**src/rtl/audio_clk_pkg.sv**
```systemverilog
// Shared constants for the audio bit-clock / word-select generator.
package audio_clk_pkg;
  localparam int AC_DIV_W        = 8;
  localparam int AC_LR_W         = 6;
  localparam int AC_DEF_BCLK_DIV = 4;
  localparam int AC_DEF_LR_DIV   = 32;
  localparam int AC_MIN_BCLK_DIV = 2;
  localparam int AC_MIN_LR_DIV   = 1;
endpackage

```
**src/rtl/audio_clk_gen_clk_div_core.sv**
```systemverilog
// Programmable divider stage: wrapping counter with a registered level and
// rise/fall strobes. Threshold mode for BCLK duty, toggle-on-wrap for LRCLK.
module clk_div_core
  import audio_clk_pkg::*;
#(
  parameter int W         = AC_DIV_W,
  parameter int MIN_RATIO = AC_MIN_BCLK_DIV,
  parameter bit TOGGLE    = 1'b0
) (
  input  logic         clk_in,
  input  logic         reset,
  input  logic         run,
  input  logic         advance,
  input  logic [W-1:0] ratio,
  output logic         level,
  output logic         rise,
  output logic         fall,
  output logic         fall_next
);
  localparam logic [W-1:0] MIN_W = W'(MIN_RATIO);

  logic [W-1:0] cnt_q, cnt_d, r_eff, half, last;
  logic         level_q, level_d, rise_q, rise_d, fall_q, fall_d, wrap;

  always_comb begin
    r_eff   = (ratio < MIN_W) ? MIN_W : ratio;
    half    = (r_eff >> 1) + {{(W-1){1'b0}}, r_eff[0]};
    last    = r_eff - W'(1);
    wrap    = (cnt_q == last);
    cnt_d   = cnt_q;
    level_d = level_q;
    if (!run) begin
      cnt_d   = '0;
      level_d = 1'b0;
    end else if (advance) begin
      cnt_d = wrap ? '0 : cnt_q + W'(1);
      // level tracks the new count so it changes in the same cycle as cnt
      if (TOGGLE) level_d = wrap ? ~level_q : level_q;
      else        level_d = (cnt_d >= half);
    end
    rise_d = run & level_d & ~level_q;
    fall_d = run & ~level_d & level_q;
  end

  always_ff @(posedge clk_in or posedge reset) begin
    if (reset) begin
      cnt_q   <= '0;
      level_q <= 1'b0;
      rise_q  <= 1'b0;
      fall_q  <= 1'b0;
    end else begin
      cnt_q   <= cnt_d;
      level_q <= level_d;
      rise_q  <= rise_d;
      fall_q  <= fall_d;
    end
  end

  assign level     = level_q;
  assign rise      = rise_q;
  assign fall      = fall_q;
  assign fall_next = fall_d;
endmodule

```
**src/rtl/audio_clk_gen.sv**
```systemverilog
// I2S-style clock generator: BCLK divided from clk_in, LRCLK divided from
// BCLK falling edges, ratios double-buffered and swapped at frame boundaries.
module audio_clk_gen
  import audio_clk_pkg::*;
#(
  parameter int DIV_W        = AC_DIV_W,
  parameter int LR_W         = AC_LR_W,
  parameter int DEF_BCLK_DIV = AC_DEF_BCLK_DIV,
  parameter int DEF_LR_DIV   = AC_DEF_LR_DIV
) (
  input  logic             clk_in,
  input  logic             reset,
  input  logic             enable,
  input  logic             load,
  input  logic [DIV_W-1:0] div_bclk,
  input  logic [LR_W-1:0]  div_lr,
  output logic             bclk_out,
  output logic             bclk_rise,
  output logic             bclk_fall,
  output logic             lrclk_out,
  output logic             frame_start
);
  logic [DIV_W-1:0] shd_bclk_q, shd_bclk_d, act_bclk_q, act_bclk_d;
  logic [LR_W-1:0]  shd_lr_q, shd_lr_d, act_lr_q, act_lr_d;
  logic             apply, bclk_fall_next, lr_rise_unused, lr_fall_next_unused;

  // The active ratio fed to the cores is the next-cycle value, so the
  // frame_start cycle (both counters at 0) already runs on the new ratio.
  always_comb begin
    shd_bclk_d = load ? div_bclk : shd_bclk_q;
    shd_lr_d   = load ? div_lr   : shd_lr_q;
    apply      = !enable || frame_start;
    act_bclk_d = apply ? shd_bclk_q : act_bclk_q;
    act_lr_d   = apply ? shd_lr_q   : act_lr_q;
  end

  always_ff @(posedge clk_in or posedge reset) begin
    if (reset) begin
      shd_bclk_q <= DIV_W'(DEF_BCLK_DIV);
      act_bclk_q <= DIV_W'(DEF_BCLK_DIV);
      shd_lr_q   <= LR_W'(DEF_LR_DIV);
      act_lr_q   <= LR_W'(DEF_LR_DIV);
    end else begin
      shd_bclk_q <= shd_bclk_d;
      act_bclk_q <= act_bclk_d;
      shd_lr_q   <= shd_lr_d;
      act_lr_q   <= act_lr_d;
    end
  end

  clk_div_core #(.W(DIV_W), .MIN_RATIO(AC_MIN_BCLK_DIV), .TOGGLE(1'b0)) u_bclk (
    .clk_in    (clk_in),
    .reset     (reset),
    .run       (enable),
    .advance   (1'b1),
    .ratio     (act_bclk_d),
    .level     (bclk_out),
    .rise      (bclk_rise),
    .fall      (bclk_fall),
    .fall_next (bclk_fall_next)
  );

  clk_div_core #(.W(LR_W), .MIN_RATIO(AC_MIN_LR_DIV), .TOGGLE(1'b1)) u_lr (
    .clk_in    (clk_in),
    .reset     (reset),
    .run       (enable),
    .advance   (bclk_fall_next),
    .ratio     (act_lr_d),
    .level     (lrclk_out),
    .rise      (lr_rise_unused),
    .fall      (frame_start),
    .fall_next (lr_fall_next_unused)
  );
endmodule
```
**config.mk**
```make
export PLATFORM = sky130hd
export DESIGN_NAME = audio_clk_gen
export DESIGN_NICKNAME = d
export VERILOG_FILES = /design/src/rtl/audio_clk_pkg.sv /design/src/rtl/audio_clk_gen_clk_div_core.sv /design/src/rtl/audio_clk_gen.sv
export SDC_FILE = /design/constraint.sdc
export NUM_CORES = 1
export LEC_CHECK = 0
export CAP_MARGIN = 20
export CORE_MARGIN = 3
export CORE_UTILIZATION = 53
export CTS_CLUSTER_SIZE = 20
export DETAILED_ROUTE_END_ITERATION = 10
export GPL_ROUTABILITY_DRIVEN = 0
export HOLD_SLACK_MARGIN = 0.1
export PLACE_DENSITY = 0.79
export RECOVER_POWER = 100
export SETUP_SLACK_MARGIN = 0.1
export SKIP_CTS_REPAIR_TIMING = 1
export SYNTH_ARGS = -nofsm -noshare
export SYNTH_HDL_FRONTEND = slang
export SYNTH_SLANG_ARGS = --single-unit
```
**constraint.sdc**
```tcl
create_clock -name clk_in -period 4.26 [get_ports clk_in]
set_input_delay 0.852 -clock clk_in [delete_from_list [all_inputs] [get_ports clk_in]]
set_output_delay 0.852 -clock clk_in [all_outputs]
set_load 0.01 [all_outputs]
```
==> results of run 1 <==
[path summary, 6_finish.rpt]
check | startpoint | to | slack, ps | cells after the start
worst max-delay path | enable | u_lr.cnt_q[4]$_DFFE_PP0P_ | -110 | 21
worst min-delay path | u_bclk.level$_DFF_PP0_ | u_bclk.rise$_DFF_PP0_ | 510 | 1
worst max register to register | u_lr.fall$_DFF_PP0_ | u_lr.cnt_q[4]$_DFFE_PP0P_ | -50 | 20
worst min register to register | u_bclk.level$_DFF_PP0_ | u_bclk.rise$_DFF_PP0_ | 510 | 1
max in group asynchronous | reset | act_bclk_q[7]$_DFF_PP0_ | 1130 | 3
min in group asynchronous | reset | u_bclk.cnt_q[3]$_DFF_PP0_ | 950 | 2
[metrics by stage]
| stage | area (µm²) | std cells | power, W |
|---|---|---|---|
| floorplan | 2983 | 272 | 0.0007640 |
| global placement | 3492 | 392 | 0.0008824 |
| detailed placement | 3492 | 392 | 0.0008965 |
| CTS | 3610 | 400 | 0.001249 |
| global route | 3751 | 406 | 0.001341 |
| finish | 3751 | 406 | 0.001267 |
[state kept, by name, summed over array words and instances (netlist names), 6 cells and up]
signal        count
act_bclk_q        8
act_lr_q          6
shd_bclk_q        8
shd_lr_q          6
u_bclk.cnt_q      8
u_lr.cnt_q        6
[cells by family (layout without fill, tap and decap cells)]
logic type / Yosys count / in the layout
fa+ha+maj: 14 / 14
buf+inv: 27 / 91
mux: 32 / 32
compound gates: 47 / 47
simple gates: 76 / 76
flops: 47 / 47
xor+xnor: 29 / 29
[power by group]
part	total [W]	internal (W)	switching (W)
combinational	0.000401	0.000205	0.000196
clock	0.000348	0.000190	0.000158
sequential	0.000518	0.000487	0.0000317
[Yosys cell counts (all sizes together), types with 2 or more instances]
cell type   n
dfrtp      43
xnor2      21
mux2       19
nand2      17
inv        16
nor2       15
ha         14
mux2i      13
nand3      13
a21oi       9
nor3        7
xor2        7
a21boi      6
and3        6
buf         6
o21ai       5
clkbuf      4
dfstp       4
nand4       4
o31ai       4
or4b        4
a211oi      3
a21o        3
nand2b      3
a221oi      2
a31o        2
o311ai      2
[area by class of cell]
cell class	count	area share [%]
inverters	17	1.835
clock buffers	6	2.201
well taps	70	2.335
clock inverters	2	0.9340
multi-input cells	198	46.30
flip-flops and latches	47	31.49
repair buffers	66	14.91
[critical path, cell delays in order]
cell and delay, ps:
buf_8 80, nor2b_4 190, mux2i_2 280, inv_2 90
o41ai_4 420, ha_4 210, nand4_1 90, xnor2_1 230
nand3_2 120, nor3_4 240, buf_6 160, a21boi_2 60
ha_1 290, a21o_1 170, a31oi_1 200, o21ai_1 120
a21oi_2 180, nand3_2 120, buf_4 170, a221oi_2 210
a31o_1 140
[per-layer routing]
metal / up-vias / GRT usage [%]
met1: 1089 / 28.25
met4: 0 / 5.743
li1: 1101 / -
met5: - / 0
met3: 13 / 5.381
met2: 57 / 34.11
==> results.py, run 1 <==
metrics = {
    "drt": {
        "m1WireLength_um": 2956,
        "antenna_left": 0,
        "routed_wl_um": 6485,
        "first_pass_iters": 4,
        "drc": 0,
        "met3_length_um": 359,
        "met2WireLength_um": 3052,
        "post_drt_wl_per_cell_um": 15.97,
        "vias": 2260,
        "drt_iter0_drc": 95,
        "routed_via_density": 5.567,
        "routed.top_layer": "met4",
    },
    "timing": {
        "finalSetupViolations": 5,
        "slew_violations": 38,
        "worst_pin_slew_ps": 1961,
        "hold_viol": 0,
        "setup-tns-final_ps": -401.7,
        "skew_ps": 6.697,
        "max_slew_margin_pct": -30.76,
        "fmax_mhz": 228.7,
        "whs_ps": 511.0,
        "rsz0062_at_grt": "true",
        "timing.final.ws_setup_ps": -113.1,
        "post-route-min-period_ps": 4373,
        "fin_crit_sh_pct": 102.7,
    },
    "power": {
        "power_density_mw_per_mm2": 337.8,
        "p_leak_nw": 1.707,
        "ir_worst_vdd_uv": 210.1,
    },
    "clock_network": {
        "cts.sinks": 47,
        "numCtsBuffers": 5,
        "cts-root-buf": "clkbuf_8",
        "h-tree-depth": 2,
        "clk_pin_slew_ps": 90,
        "cts_tree": "done",
        "cts_max_path_buffers": 2,
        "clkLatencyLatePin_ps": 310,
    },
    "synth": {
        "synth_cell_types": 60,
        "synth-adder-area-share_pct": 5.950,
        "synth-main-ff-cell": "dfrtp_1",
        "synth_seq_area_share_pct": 40.12,
        "synth_simple_gate_area_share_pct": 14.75,
        "mappedNetlistNets": 304,
        "synthCells": 272,
        "yosysWarnings": 0,
        "synth_largest_area_cell": "dfrtp_1",
        "muxShareOfSynthArea_pct": 12.07,
        "synthTopCellsByArea": "dfrtp_1 37%, mux2_2 6.5%, xnor2_1 6.2%",
        "ys_async_sr_fraction_pct": 100.0,
        "syn_avg_cell_area_um2": 10.82,
        "synth_compound_area_share_pct": 13.17,
        "synth_top_area_share_pct": 36.55,
        "ys_seq_elements": 47,
        "synth_xor_area_share_pct": 9.095,
        "syn_area_mm2": 0.002944,
        "synth_top_family_by_area": "simple AND/OR/NAND/NOR gates",
        "synth-edff-count": 0,
    },
    "worst_setup_path": {
        "crit_path_end_kind": "flop",
        "worstPathRequired_ps": 4510,
        "startpoint_type": "input pin",
        "worstPathArrival_ps": 4620,
        "cp_max_fo": 6,
        "crit_type": "in2reg",
    },
    "global_routing": {
        "grt.overflow.total": 0,
        "grt_start_max_net_pins": 48,
        "antenna_found_initial": 0,
        "grt_pass1_vias": 2251,
        "track_usage_pct": 21.17,
        "grt_pass1_wl_um": 10450,
    },
    "floorplan": {
        "die_area_mm2": 0.006485,
        "rows": 26,
        "die_w_um": 80.53,
        "die_h_um": 80.53,
        "ios": 23,
        "coreArea_mm2": 0.005238,
        "initial_utilization_pct": 56.21,
    },
    "run_status": {
        "failed_checks": "max-capacitance violations, max-slew violations, negative setup slack",
        "outcome": "finished, violations left",
    },
    "final_layout": {
        "drive_above_1_share_pct": 34.82,
        "areaGrowthSynthToFinish_pct": 27.41,
        "layout_common_cells": "43 x dfrtp_1, 41 x buf_4, 21 x xnor2_1",
        "antenna_cells": 0,
        "final_common_cell": "dfrtp_1",
        "fin_nets": 367,
        "multi_input_area_mm2": 0.001737,
        "seq_area_mm2": 0.001181,
        "fillers": 392,
        "final_util_pct": 71.62,
    },
    "placed_design": {
        "dp_hpwl_um": 4693,
        "port_buffers": 22,
        "dp_slack_ps": -906.7,
    },
    "min_path": {
        "hp-class": "reg2reg",
    },
    "run": {
        "maxCapViolations": 1,
    },
}
No activity file was read; power rests on OpenSTA's default activity.
==> run 2, diff against run 1 <==
--- a/config.mk
+++ b/config.mk
@@ -6,7 +6,7 @@
 export NUM_CORES = 1
 export LEC_CHECK = 0
 export CAP_MARGIN = 20
-export CORE_MARGIN = 3
+export CORE_MARGIN = 1
 export CORE_UTILIZATION = 53
 export CTS_CLUSTER_SIZE = 20
 export DETAILED_ROUTE_END_ITERATION = 10
==> run 2 against run 1 <==
Net effect:
- the run ends with negative setup slack left
- global-route usage increased by 1.7 points
- sequential share of layout area decreased by 0.23 points
- total power decreased by 4.6%
- first-iteration DRC count increased by 14%
- final cell count increased by 1.7%
- critical path depth increased by 2
- largest cell class unchanged
- largest power group unchanged
==> results.py, run 2 (synthesis gave the netlist of run 1 again) <==
metrics = {
    "final_layout": {
        "seq_area_mm2": 0.001181,
        "areaGrowthSynthToFinish_pct": 28.35,
        "multi_input_area_mm2": 0.001714,
        "fin_nets": 374,
        "reg_top3": "act_bclk_q: 8 flops, shd_bclk_q: 8 flops, u_bclk.cnt_q: 8 flops",
        "layout.cells.non_filler": 413,
        "antenna_cells": 0,
        "drive_above_1_share_pct": 35.57,
        "fillers": 394,
        "final_common_cell": "buf_4",
        "layout_common_cells": "47 x buf_4, 43 x dfrtp_1, 20 x xnor2_1, 20 x clkdlybuf4s50_1",
    },
    "clock_network": {
        "clkLatencyLatePin_ps": 300,
        "numCtsBuffers": 5,
        "cts_tree": "done",
        "clk_pin_slew_ps": 90,
        "cts.sinks": 47,
        "cts-root-buf": "clkbuf_8",
        "h-tree-depth": 2,
        "cts_max_path_buffers": 2,
    },
    "drt": {
        "routed_wl_um": 6194,
        "drt_iter0_drc": 108,
        "routed_via_density": 5.499,
        "antenna_left": 0,
        "post_drt_wl_per_cell_um": 15.00,
        "first_pass_iters": 4,
        "vias": 2271,
        "drc": 0,
    },
    "timing": {
        "slew_violations": 0,
        "finalSetupViolations": 4,
        "fmax_mhz": 231.3,
        "skew_ps": 5.216,
        "fin_crit_sh_pct": 101.5,
        "whs_ps": 518.0,
        "rsz0062_at_grt": "true",
        "max_slew_margin_pct": 58.77,
        "post-route-min-period_ps": 4324,
        "worst_pin_slew_ps": 616.5,
        "hold_viol": 0,
        "timing.final.ws_setup_ps": -64.21,
    },
    "worst_setup_path": {
        "worstPathRequired_ps": 4460,
        "crit_type": "in2reg",
        "startpoint_type": "input pin",
        "worstPathArrival_ps": 4530,
        "cp_max_fo": 7,
        "crit_path_end_kind": "flop",
    },
    "placed_design": {
        "port_buffers": 22,
        "placedCellCount": 397,
        "dp_hpwl_um": 4447,
    },
    "global_routing": {
        "grt_pass1_vias": 2252,
        "grt.overflow.total": 0,
        "antenna_found_initial": 0,
        "grt_pass1_wl_um": 10590,
        "grt_start_max_net_pins": 48,
        "track_usage_pct": 22.82,
    },
    "floorplan": {
        "ios": 23,
        "coreArea_mm2": 0.005238,
        "die_area_mm2": 0.005857,
        "rows": 26,
        "die_h_um": 76.53,
        "initial_utilization_pct": 56.21,
        "die_w_um": 76.53,
    },
    "power": {
        "p_leak_nw": 1.741,
        "power_density_mw_per_mm2": 319.8,
        "ir_worst_vdd_uv": 250.2,
        "power_w": 0.001208,
    },
    "run": {
        "maxCapViolations": 0,
    },
    "run_status": {
        "failed_checks": "negative setup slack",
        "outcome": "finished, violations left",
    },
    "min_path": {
        "hp-class": "reg2reg",
    },
}
==> run 2: cell count changes in the layout (fill, tap and decap cells not counted), sizes merged <==
cell and change:
buf +8, bufinv -1
==> run 2: critical path, stage by stage <==
cell	delay, ps
buf_8	100
nor2b_4	130
buf_6	120
mux2i_1	110
buf_4	160
o41ai_4	360
ha_2	260
nand4_1	170
xnor2_2	230
nand3_2	100
nor3_4	250
buf_6	160
a21boi_2	60
ha_1	280
a21o_1	160
a31oi_1	140
o21ai_1	100
a21oi_2	190
nand3_2	130
clkinv_4	90
nand4_1	100
xnor2_1	130
and3_1	140
==> run 2: final timing paths <==
| path | startpoint | end | slack, ps | cells after the start |
|---|---|---|---|---|
| max in group asynchronous | reset | shd_bclk_q[2]$_DFFE_PP1P_ | 2630 | 3 |
| worst max-delay path | enable | u_lr.cnt_q[5]$_DFFE_PP0P_ | -60 | 23 |
| min in group asynchronous | reset | u_lr.level$_DFF_PP0_ | 1000 | 2 |
| worst min register to register | u_bclk.level$_DFF_PP0_ | u_bclk.rise$_DFF_PP0_ | 520 | 1 |
| worst min-delay path | u_bclk.level$_DFF_PP0_ | u_bclk.rise$_DFF_PP0_ | 520 | 1 |
| worst max register to register | u_lr.fall$_DFF_PP0_ | u_lr.cnt_q[5]$_DFFE_PP0P_ | 40 | 23 |
==> run 2: power breakdown <==
group	total, W	internal (W)	switching, W
logic	0.000404	0.000213	0.000191
clock network	0.000286	0.000133	0.000153
registers	0.000518	0.000487	0.0000313
==> run 2: routing by layer <==
metal	share of wire, %	GRT usage [%]	up-vias	routed length [µm]
met1	48	32.82	1107	2961
met3	4.8	4.551	5	296
met4	1.0	6.923	0	63
li1	-	-	1115	-
met2	46	34.59	44	2873
met5	0	0	-	0
==> run 2: area by class of cell <==
type	count	area share, %
flip-flops and latches	47	31.26
clock buffers	7	2.285
well taps	70	2.318
repair buffers	73	16.72
clock inverters	1	0.2318
inverters	17	1.821
multi-input cells	198	45.36
==> run 2: through the flow <==
step / area, µm² / utilization [%] / TNS [ps] / setup WS [ps]
5_1_grt: 3779 / 72.15 / -1716 / -280.0
2_1_floorplan: 2983 / - / -2034 / -397.1
3_3_place_gp: 3530 / 67.39 / -7138 / -793.5
3_5_place_dp: 3530 / 67.39 / -7785 / -889.0
6_report: 3779 / 72.15 / -180.9 / -64.21
4_1_cts: 3625 / 69.21 / -4553 / -594.2
==> run 3, diff against run 2 <==
--- a/config.mk
+++ b/config.mk
@@ -8,13 +8,14 @@
 export CAP_MARGIN = 20
 export CORE_MARGIN = 1
 export CORE_UTILIZATION = 53
-export CTS_CLUSTER_SIZE = 20
+export CTS_CLUSTER_SIZE = 8
 export DETAILED_ROUTE_END_ITERATION = 10
 export GPL_ROUTABILITY_DRIVEN = 0
 export HOLD_SLACK_MARGIN = 0.1
 export PLACE_DENSITY = 0.79
 export RECOVER_POWER = 100
-export SETUP_SLACK_MARGIN = 0.1
+export REMOVE_ABC_BUFFERS = 1
+export SETUP_SLACK_MARGIN = 0.15
 export SKIP_CTS_REPAIR_TIMING = 1
 export SYNTH_ARGS = -nofsm -noshare
 export SYNTH_HDL_FRONTEND = slang
==> run 3 against run 2 <==
Net effect:
- the flow finishes with violations (max-capacitance violations, max-slew violations, negative setup slack)
- first-iteration DRC count is 22% higher
- critical path depth stayed put
- flip-flop and latch count stayed put
- final cell count fell by 1.2%
- via count grew 1.9%
- maximum frequency decreased by 4.8%
- sequential power hardly changed
==> results.py, run 3 (synthesis gave the netlist of run 1 again) <==
metrics = {
    "timing": {
        "skew_ps": 11.16,
        "timing.final.ws_setup_ps": -281.6,
        "fin_crit_sh_pct": 106.6,
        "rsz0062_at_grt": "true",
        "post-route-min-period_ps": 4542,
        "setup-tns-final_ps": -1346,
        "max_slew_margin_pct": -14.53,
        "finalSetupViolations": 8,
        "slew_violations": 33,
        "fmax_mhz": 220.2,
        "worst_pin_slew_ps": 1718,
        "hold_viol": 0,
    },
    "global_routing": {
        "use_met3_pct": 3.713,
        "met2_usage_pct": 39.01,
        "track_usage_pct": 23.41,
        "grt.overflow.total": 0,
        "top_usage_layer": "met2",
        "met1_usage_pct": 31.04,
        "antenna_found_initial": 0,
        "grt_start_max_net_pins": 48,
        "grt_pass1_vias": 2309,
        "grt_pass1_wl_um": 10800,
    },
    "drt": {
        "first_pass_iters": 4,
        "drc": 0,
        "routed_via_density": 5.672,
        "vias": 2314,
        "post_drt_wl_per_cell_um": 17.00,
        "drt_iter0_drc": 132,
        "routed_wl_um": 6934,
        "antenna_left": 0,
    },
    "final_layout": {
        "drive_above_1_share_pct": 34.32,
        "reg_top3": "act_bclk_q: 8 flops, shd_bclk_q: 8 flops, u_bclk.cnt_q: 8 flops",
        "layout_common_cells": "43 x dfrtp_1, 40 x buf_4, 21 x xnor2_1",
        "layout.cells.non_filler": 408,
        "stdcell_area_mm2": 0.003737,
        "final_common_cell": "dfrtp_1",
        "antenna_cells": 0,
        "areaGrowthSynthToFinish_pct": 26.94,
        "fin_nets": 369,
    },
    "clock_network": {
        "cts-root-buf": "clkbuf_8",
        "cts_tree": "done",
        "cts.sinks": 47,
        "clkLatencyLatePin_ps": 310,
        "h-tree-depth": 2,
        "cts_max_path_buffers": 2,
        "clk_pin_slew_ps": 90,
        "numCtsBuffers": 5,
    },
    "worst_setup_path": {
        "startpoint_type": "input pin",
        "critical-path-slowest-cell": "o41ai_4",
        "worstPathCellList": "buf_8 > nor2b_4 > buf_6 > mux2i_4 > buf_6 > o41ai_4 > ha_2 > buf_6 > nand4_1 > nor2_2 > a21oi_2 > nor3_4 > a21boi_2 > ha_1 > a21o_1 > a211oi_2 > o21ai_1 > a21oi_1 > nand3_1 > inv_2 > nand4_1 > xnor2_1 > and3_1",
        "cpMostUsedCell": "buf_6",
        "crit_path_end_kind": "flop",
        "r2r_cells": 20,
        "worstPathArrival_ps": 4740,
        "cpPeakStageDelay_ps": 360,
        "crit_type": "in2reg",
        "cp_max_fo": 5,
        "worstPathRequired_ps": 4460,
    },
    "power": {
        "ir_worst_vdd_uv": 199.6,
        "power_density_mw_per_mm2": 321.7,
        "p_leak_nw": 1.703,
        "power_w": 0.001202,
    },
    "placed_design": {
        "postPlaceCellArea_mm2": 0.003476,
        "port_buffers": 22,
        "placedCellCount": 394,
        "dp_hpwl_um": 4862,
        "dp_slack_ps": -1024,
    },
    "floorplan": {
        "die_area_mm2": 0.005857,
        "initial_utilization_pct": 56.21,
        "coreArea_mm2": 0.005238,
        "ios": 23,
        "die_h_um": 76.53,
        "die_w_um": 76.53,
        "rows": 26,
    },
    "run_status": {
        "failed_checks": "max-capacitance violations, max-slew violations, negative setup slack",
        "outcome": "finished, violations left",
    },
    "min_path": {
        "hold_depth": 1,
        "hp-class": "reg2reg",
    },
    "run": {
        "maxCapViolations": 1,
    },
}
run 3: worst max-delay path, delay by kind of cell:
family	cells	cell delay [ps]
AO/OA/AOI/OAI	7	1270
AND/OR/NAND/NOR	7	1090
adder cells (fa/ha/maj)	2	600
buffers and inverters	5	590
multiplexers	1	190
XOR/XNOR	1	160
run 3: final cells by class:
class	count	area [µm²]
well taps	70	87.58
multi-input cells	198	1733
flip-flops and latches	47	1181
fillers	376	1500
repair buffers	68	585.6
inverters	17	63.81
clock inverters	2	13.76
clock buffers	6	72.57
run 3: routing by layer:
metal | wire, µm | vias to the layer above
met1 | 3000 | 1143
met5 | 0 | -
met2 | 3502 | 58
met4 | 116 | 0
met3 | 314 | 13
li1 | - | 1100
run 3: stage by stage:
step	hold WS, ps	utilization, %
CTS	494.2	68.01
finish	498.6	71.36
detailed placement	475.6	66.36
global route	516.7	71.36
global placement	481.9	66.36
floorplan	479.9	-
run 3: where the power goes:
part | switching (W) | total [W] | internal [W]
Combinational | 0.000204 | 0.000412 | 0.000208
Sequential | 0.0000314 | 0.000518 | 0.000487
Clock | 0.000156 | 0.000272 | 0.000116
Total | 0.000391 | 0.00120 | 0.000811
run 3: worst paths after layout:
| path | from | end | slack (ps) |
|---|---|---|---|
| setup reg to reg | u_lr.fall$_DFF_PP0_ | u_lr.cnt_q[5]$_DFFE_PP0P_ | -190 |
| hold reg to reg | u_bclk.level$_DFF_PP0_ | u_bclk.rise$_DFF_PP0_ | 500 |
| setup / recovery | enable | u_lr.cnt_q[5]$_DFFE_PP0P_ | -280 |
| max in group asynchronous | reset | act_bclk_q[0]$_DFF_PP0_ | 1220 |
| hold / removal | u_bclk.level$_DFF_PP0_ | u_bclk.rise$_DFF_PP0_ | 500 |
| min in group asynchronous | reset | u_bclk.rise$_DFF_PP0_ | 1040 |
